## src/rtl/sample3_pkg.sv

```systemverilog
// Shared definitions for the three-sample collector: state encoding and default sample width.
package sample3_pkg;

  typedef enum logic [1:0] {
    EMPTY = 2'd0,
    HAVE1 = 2'd1,
    HAVE2 = 2'd2,
    FULL  = 2'd3
  } state_e;

  localparam int unsigned SAMPLE_W_DEF = 16;

endpackage

```

## src/rtl/sample3_collect.sv

```systemverilog
// Gathers accepted samples into signed triplets (oldest, middle, newest) for a max-of-three stage.
// Build option SAMPLE3_SLIDE_EN turns non-overlapping triplets into a sliding window of three.
//
// state | meaning
// EMPTY | no sample held
// HAVE1 | out_a loaded
// HAVE2 | out_a, out_b loaded
// FULL  | triplet valid, waiting for out_ready
module sample3_collect
  import sample3_pkg::*;
#(
  parameter int W = SAMPLE_W_DEF
) (
  input  logic         clk,
  input  logic         reset,
  input  logic [W-1:0] in_data,
  input  logic         in_valid,
  output logic         in_ready,
  input  logic         flush,
  output logic [W-1:0] out_a,
  output logic [W-1:0] out_b,
  output logic [W-1:0] out_c,
  output logic         out_valid,
  input  logic         out_ready,
  output logic [15:0]  out_count
);

  state_e       state_q;
  logic [W-1:0] a_q, b_q, c_q;
  logic         valid_q;
  logic [15:0]  count_q;
  logic         accept;

  // A held triplet blocks input unless it leaves this cycle; flush only gates a partial triplet.
  assign in_ready = (state_q == FULL) ? out_ready : !flush;
  assign accept   = in_valid && in_ready;

  always_ff @(posedge clk or posedge reset) begin
    if (reset) begin
      state_q <= EMPTY;
      a_q     <= '0;
      b_q     <= '0;
      c_q     <= '0;
      valid_q <= 1'b0;
      count_q <= '0;
    end else begin
      case (state_q)
        EMPTY: begin
          if (!flush && accept) begin
            a_q     <= in_data;
            state_q <= HAVE1;
          end
        end
        HAVE1: begin
          if (flush) begin
            state_q <= EMPTY;
          end else if (accept) begin
            b_q     <= in_data;
            state_q <= HAVE2;
          end
        end
        HAVE2: begin
          if (flush) begin
            state_q <= EMPTY;
          end else if (accept) begin
            c_q     <= in_data;
            state_q <= FULL;
            valid_q <= 1'b1;
          end
        end
        FULL: begin
          if (out_ready) begin
            count_q <= count_q + 16'd1;
`ifdef SAMPLE3_SLIDE_EN
            a_q <= b_q;
            b_q <= c_q;
            if (accept) begin
              c_q <= in_data;
            end else begin
              state_q <= HAVE2;
              valid_q <= 1'b0;
            end
`else
            valid_q <= 1'b0;
            if (accept) begin
              a_q     <= in_data;
              state_q <= HAVE1;
            end else begin
              state_q <= EMPTY;
            end
`endif
          end
        end
        default: begin
          state_q <= EMPTY;
          valid_q <= 1'b0;
        end
      endcase
    end
  end

  assign out_a     = a_q;
  assign out_b     = b_q;
  assign out_c     = c_q;
  assign out_valid = valid_q;
  assign out_count = count_q;

endmodule

```

## config.mk

```make
export PLATFORM = sky130hd
export DESIGN_NAME = sample3_collect
export DESIGN_NICKNAME = d
export VERILOG_FILES = /design/src/rtl/sample3_pkg.sv /design/src/rtl/sample3_collect.sv
export SDC_FILE = /design/constraint.sdc
export NUM_CORES = 1
export LEC_CHECK = 0
export CAP_MARGIN = 20
export CORE_MARGIN = 2
export CORE_UTILIZATION = 35
export DETAILED_ROUTE_END_ITERATION = 7
export DONT_BUFFER_PORTS = 1
export HOLD_SLACK_MARGIN = 0.06
export PLACE_DENSITY = 0.46
export SYNTH_ARGS = -nofsm -noshare
export SYNTH_HDL_FRONTEND = slang
export SYNTH_SLANG_ARGS = --single-unit
```

## constraint.sdc

```tcl
create_clock -name clk -period 4 [get_ports clk]
set_clock_uncertainty 0.1 [all_clocks]
set_input_delay 0.8 -clock clk [delete_from_list [all_inputs] [get_ports clk]]
set_output_delay 0.8 -clock clk [all_outputs]
set_load 0.05 [all_outputs]
```

# After elaboration in Yosys (flattened, before gate mapping)
# Cells that the tools add are included.
# totals
register_bits	67
out_inout_bits	66
word_cells	47
# op_classes
add_sub_neg	1
eq_ne	10
muxes	17
bitwise_logic	1
n_reduce_logical	12
# ops
operator	n
$mux 16	3
$pmux 16 s2	1
$add 16x1->16 const B	1
$mux 2	6
$reduce_and 4->1	3
$ne 2x2->1 const B	5
$pmux 2 s4	1
$ne 3x3->1 const B	2
$reduce_and 3->1	2
$mux 1	5
$eq 2x2->1 const B	2
$reduce_bool 2->1	2
$eq 2x1->1 const B	1
$logic_and 1x1->1	2
$logic_not 2->1	1
$pmux 1 s2	1
$reduce_and 2->1	1
$logic_not 1->1	1
$not 1->1	1

# Logic depth before layout (Yosys ltp)
# Gate-level depths: netlist (run 1).
# depth
ltp_word	6
ltp_mapped	6
depth_no_buf	5

# Worst setup path after synthesis (run 1)
# OpenSTA, ideal clock, no wires.
# synth_timing
kind	input to output
from	input port out_ready
to	output port in_ready
arrival_time_ns	1.283
t_required_ns	3.100
slack_ns	1.817
stages	2
path_cell_list	nand3_2 nand2_1
# synth_between
elab_chain_len	1
# synth_rtl
item	line	text
start: declaration	sample3_collect.sv:24	input logic out_ready,
$mux 1	sample3_collect.sv:35	assign in_ready = (state_q == FULL) ? out_ready : !flush;
end: declaration	sample3_collect.sv:18	output logic in_ready,
# Every way passes these cells.

# Final worst setup path (run 1)
# layout_timing
from	register state_q[1]
to	output port in_ready
# layout_between
elab_chain_len	2
# layout_rtl
item	line	text
start: declaration	sample3_collect.sv:28	state_e state_q;
start signal: assignment	sample3_collect.sv:40	state_q <= EMPTY;
start signal: assignment	sample3_collect.sv:51	state_q <= HAVE1;
start signal: assignment	sample3_collect.sv:56	state_q <= EMPTY;
$eq 2x2->1	sample3_collect.sv:35	
$mux 1	sample3_collect.sv:35	
# Every way passes these cells.

==> results.md, run 1 <==
- Syn Area/Cell: 15.16 um^2
- Reg-to-reg slack, setup: 1910 ps
- Synthesized netlist net count: 202
- Hold Path Class: in2async
- Final setup viols: 0
- GRT Util Overall: 13.79%
- Critical Path Source Type: flip-flop
- Worst Setup End Kind: primary output
- Outcome: complete, no violations
- Mapped Area: 2729 um^2
- Post-synthesis cell count: 180
- Die Ht: 92.30 um
- Worst-path maximum fanout: 11
- Most frequent cells in the layout: 67 x dfrtp_1, 39 x mux2_2, 12 x xnor2_1
- Period utilization: 62.23%
- GRT overflow: 0
- Initial antenna violation count: 0
- Synth unique cells: 27
- Initial Util: 35.68%
- Routed len/inst: 18.65 um
- Wire length of the first global-routing pass: 8914 um
- CTS Hold Bufs: 0
- Max-Cap Viols: 0
- Final WS setup: 1511 ps
- PostCTS Resize Cnt: 0
- CTS tree: done
- Final Cell Area: 3037 um^2
- Final hold slack: 107.8 ps
- Root buf cell: clkbuf_8
- CP arrival: 1590 ps
- CTS clock-pin slew for the worst setup and hold paths: 80 ps
- Most common cell after layout, fill and taps aside: dfrtp_1
- Share of post-route cells with drive strength above 1: 38.86%
- VDD IR-drop max: 0.0003889 V
- Synth warn: 0
- DRC: 0
- Die width: 92.30 um
- Fin crit period: 2489 ps
- Layout area overhead: 11.28%
- Setup Fix Bufs, Post-CTS: 0
- NumNets Final: 210
- R2R depth: 4
- FF-to-FF End: out_count[13]$_DFFE_PP0P_
- Top-Level Pins: 87
- Share of the yosys chip area belonging to registers: 61.44%
- FMAX: 0.4017 GHz
- Post-synthesis register bit count: 67
- Kind of critical path: reg2out
- GP Congestion: 0.7791
- DR pass1 iterations: 4
- Num CTS Buffers: 9
- Rel. slew slack: 42.55%
- Reg-to-Reg Start: out_count[0]$_DFFE_PP0P_
- Pwr per Cell Area: 844.4 nW/um^2
- Cell taking the most area after synthesis: dfrtp_1
- LEAKAGE: 1.333 nW
- Clock Tree Buf Depth: 2
- CTS H-Tree Depth: 3
- Post-Place Worst Slack: 1662 ps
- Area contributors post-synth: dfrtp_1 61%, mux2_2 16%, mux2_4 5.5%
- Placed cell areas: 2815 um^2
- Yosys top cell area share: 61.44%
- Ant. Diodes: 0
- Slew Limit Fails: 0
- RSZ-0062 raised after global routing: no
- Rows: 32
- Final WL: 5503 um
- DP Wirelength: 3746 um
- Worst Path Required: 3100 ps
- Slew @ Worst Pin: 860.8 ps
- # port buffers: 0
- Iteration-0 DRC Markers: 19
- Routed Antenna Nets: 0
- Clock Latency Late Sink: 330 ps
- Fillers: 743
- CORE AREA: 7647 um^2
- Vias in the first global route: 1,695
- Final hold violation count: 0
- Largest net degree at the start of global routing: 47
- Total negative slack: 0 ps
- Drt via density: 5.051
- # clock sinks: 67
- Vias: 1,490
- Die area: 8519 um^2
## synthesized netlist by cell type (all sizes together)
master / instances
nand4: 4
or2b: 1
a21o: 2
o21ai: 2
xnor2: 12
mux2i: 1
o221ai: 1
nand2b: 1
nor3b: 1
nor4: 1
ha: 1
and3: 1
dfrtp: 67
o31ai: 1
nand2: 7
buf: 5
nand3: 10
mux2: 49
nor2: 7
xor2: 3
inv: 2
nor3: 1
## flip-flops by register name (all words and copies together) (netlist names)
name	flops
out_valid	1
out_a	16
out_b	16
state_q	2
out_count	16
out_c	16
## critical path, cell delays in order, from the launching register on
cell and delay (ps):
dfrtp_1 620, nand3_2 230, nand2_1 410
## how the worst max path moves through the flow
stage / from / endpoint / slack [ps] / depth (start not counted)
6_report: state_q[1]$_DFFE_PP0P_ / in_ready / 1510 / 2
5_1_grt: state_q[1]$_DFFE_PP0P_ / in_ready / 1420 / 2
3_5_place_dp: flush / out_b[11]$_DFFE_PP0P_ / 1660 / 3
2_1_floorplan: reset / out_a[0]$_DFFE_PP0P_ / 1420 / 1
3_3_place_gp: flush / out_b[8]$_DFFE_PP0P_ / 1660 / 3
4_1_cts: state_q[1]$_DFFE_PP0P_ / in_ready / 1500 / 2
## cell type report
cell class                 count  area (um^2)  area share [%]
clock buffer                  10        137.6           4.532
multi-input combinational    106        996.0           32.80
sequential                    67         1677           55.21
inverter                       2        7.507          0.2472
timing repair buffer           2        27.53          0.9065
tap                          102        127.6           4.203
clock inverter                 6        63.81           2.101
## power by group
group,internal (mW),switching (mW),total (mW)
Combinational,0.176,0.0842,0.260
Clock,0.305,0.266,0.571
Sequential,0.862,0.871,1.73
Total,1.34,1.22,2.56
## cells by family after synthesis
logic type / after synthesis / synth area share [%]
compound gates: 6 / 1.696
xor+xnor: 15 / 4.814
fa+ha+maj: 1 / 0.4584
buf+inv: 7 / 2.063
flops: 67 / 61.44
mux: 50 / 21.96
simple gates: 34 / 7.565
## routing by layer
metal,global-route usage [%],wire (um)
met1,16.97,2265
met3,5.126,427
met5,0,0
met4,7.090,47
met2,21.23,2762
## metrics by stage
step | utilization [%] | total power, mW | std cells
floorplan | - | 1.929 | 180
detailed placement | 36.81 | 2.015 | 278
global route | 39.71 | 2.685 | 295
global placement | 36.81 | 1.991 | 278
CTS | 39.45 | 2.596 | 294
finish | 39.71 | 2.564 | 295
(Power assumes the default switching activity.)
==> run 2: changes to the inputs <==
--- a/config.mk
+++ b/config.mk
@@ -11,7 +11,7 @@
 export DETAILED_ROUTE_END_ITERATION = 7
 export DONT_BUFFER_PORTS = 1
 export HOLD_SLACK_MARGIN = 0.06
-export PLACE_DENSITY = 0.46
+export PLACE_DENSITY = 0.48
 export SYNTH_ARGS = -nofsm -noshare
 export SYNTH_HDL_FRONTEND = slang
 export SYNTH_SLANG_ARGS = --single-unit
==> constraint.sdc (replaced) <==
create_clock -name clk -period 2.2 [get_ports clk]
set_clock_uncertainty 0.1 [all_clocks]
set_input_delay 0.44 -clock clk [delete_from_list [all_inputs] [get_ports clk]]
set_output_delay 0.44 -clock clk [all_outputs]
set_load 0.05 [all_outputs]
==> run 2 against run 1 <==
Net effect:
- cell count is 5.4% higher
- register-to-register slack got worse by 1600 ps
- worst setup slack worse by 1300 ps
- via count up 2.6%
- combinational power up 120%
- critical path depth stayed put
- critical path type unchanged
- largest cell class unchanged
==> results.md, run 2 (synthesis gave the netlist of run 1 again) <==
- Vias in the first global route: 1,665
- CTS tree: done
- Final hold violation count: 0
- CP arrival: 1480 ps
- GP Congestion: 0.8010
- Routed Antenna Nets: 0
- Largest net degree at the start of global routing: 68
- Die area: 8519 um^2
- Worst Setup End Kind: primary output
- Ant. Diodes: 0
- Switch share: 47.35%
- Flop pwr share: 65.6%
- Slowest cell delay on critical path: 600 ps
- Post-Place Worst Slack: 293.5 ps
- Wire length of the first global-routing pass: 9087 um
- Crit-path cells: nand3_2, nand2_2
- # clock sinks: 67
- Hold Path Class: in2reg
- GRT Util Overall: 14.20%
- Rows: 32
- CTS H-Tree Depth: 3
- Num CTS Buffers: 9
- Worst path slowest cell: dfrtp_1
- Initial antenna violation count: 0
- Die width: 92.30 um
- Worst path bufs/invs: 0
- Pwr per Cell Area: 1481 nW/um^2
- DP Wirelength: 4071 um
- Most common cell after layout, fill and taps aside: dfrtp_1
- # port buffers: 0
- Fin crit period: 2024 ps
- Slew @ Worst Pin: 575.5 ps
- Outcome: complete, no violations
- DRC: 0
- Top-Level Pins: 87
- Slew Limit Fails: 0
- Routed len/inst: 18.06 um
- RSZ-0062 raised after global routing: no
- Rel. slew slack: 61.64%
- Power share of the clock group: 22.1%
- Worst-path maximum fanout: 11
- Fin util: 41.57%
- Vias: 1,528
- Worst Path Required: 1660 ps
- DR pass1 iterations: 4
- Combinational share of power: 12.3%
- Clock Tree Buf Depth: 2
- Layout area overhead: 16.51%
- Crit path max-delay family: flip-flops
- GRT overflow: 0
- Critical Path Source Type: flip-flop
- Placed Cells: 294
- FMAX: 0.4941 GHz
- Final std cells w/o fill: 311
- Drt via density: 4.913
- Fillers: 747
- Internal Power: 2.478 mW
- Kind of critical path: reg2out
- Net switching power: 2.229 mW
- Final WL: 5617 um
- Max-Cap Viols: 0
- CORE AREA: 7647 um^2
- Share of post-route cells with drive strength above 1: 43.06%
- Period utilization: 91.99%
- Iteration-0 DRC Markers: 38
- NumNets Final: 226
- Most frequent cells in the layout: 67 x dfrtp_1, 39 x mux2_2, 15 x buf_4
- Root buf cell: clkbuf_8
- LEAKAGE: 1.412 nW
- Final hold slack: 115.1 ps
- VDD IR-drop max: 0.0006705 V
- Initial Util: 35.68%
- Clock Latency Late Sink: 340 ps
- Die Ht: 92.30 um
- CTS clock-pin slew for the worst setup and hold paths: 80 ps
- Total negative slack: 0 ps
- Final setup viols: 0
- Final WS setup: 176.2 ps
==> run 2: worst reg2reg max path, cell delays in order (launching register included) <==
cell,delay (ps)
dfrtp_1,600
nand4_1,250
nor4_2,490
nand3_1,160
xnor2_1,170
==> run 2: per-stage QoR <==
stage	cell area (um^2)	power [mW]
global route	3179	4.910
CTS	3177	4.762
finish	3179	4.707
detailed placement	2964	3.710
global placement	2964	3.670
floorplan	2733	3.508
==> run 2: routing by layer <==
| layer | vias to the layer above | GRT usage [%] | wire length [um] |
|---|---|---|---|
| met5 | - | 0 | 0 |
| met4 | 0 | 6.219 | 97 |
| met3 | 10 | 6.998 | 482 |
| met2 | 55 | 21.17 | 2694 |
| met1 | 784 | 17.39 | 2343 |
| li1 | 679 | - | - |
==> run 2: layout make-up <==
| class | instances | area [um^2] | area share [%] |
|---|---|---|---|
| clock buffer | 11 | 141.4 | 4.447 |
| clock inverter | 5 | 61.31 | 1.928 |
| inverter | 2 | 11.26 | 0.3542 |
| multi-input combinational | 106 | 998.5 | 31.40 |
| sequential | 67 | 1677 | 52.74 |
| tap | 102 | 127.6 | 4.014 |
| timing repair buffer | 18 | 162.7 | 5.116 |
==> run 2: what timing repair did <==
item                                    in CTS  in global routing
endpoints found under the setup margin       0                  1
hold buffers                                 1                  0
endpoints found under the hold margin       67                  0
resized for setup                            0                  1
buffers inserted                             0                  0
==> run 2: final timing paths <==
kind                                               start                   endpoint  slack, ps  cells after the start
worst max-delay path              state_q[1]$_DFFE_PP0P_                   in_ready        180                      2
max in group asynchronous                          reset      out_b[13]$_DFFE_PP0P_       1150                      3
worst min-delay path                               flush     state_q[1]$_DFFE_PP0P_        120                      1
min in group asynchronous                          reset  out_count[15]$_DFFE_PP0P_        560                      3
worst max register to register    state_q[1]$_DFFE_PP0P_  out_count[13]$_DFFE_PP0P_        290                      4
worst min register to register  out_count[0]$_DFFE_PP0P_   out_count[0]$_DFFE_PP0P_        450                      1
==> run 2: power groups by stage <==
| stage | clock network (mW) | registers (mW) | logic [mW] |
|---|---|---|---|
| 2_1_floorplan | 0 | 3.07 | 0.440 |
| 3_3_place_gp | 0 | 3.11 | 0.558 |
| 3_5_place_dp | 0 | 3.12 | 0.589 |
| 4_1_cts | 1.07 | 3.10 | 0.591 |
| 5_1_grt | 1.14 | 3.14 | 0.632 |
| 6_report | 1.04 | 3.09 | 0.580 |
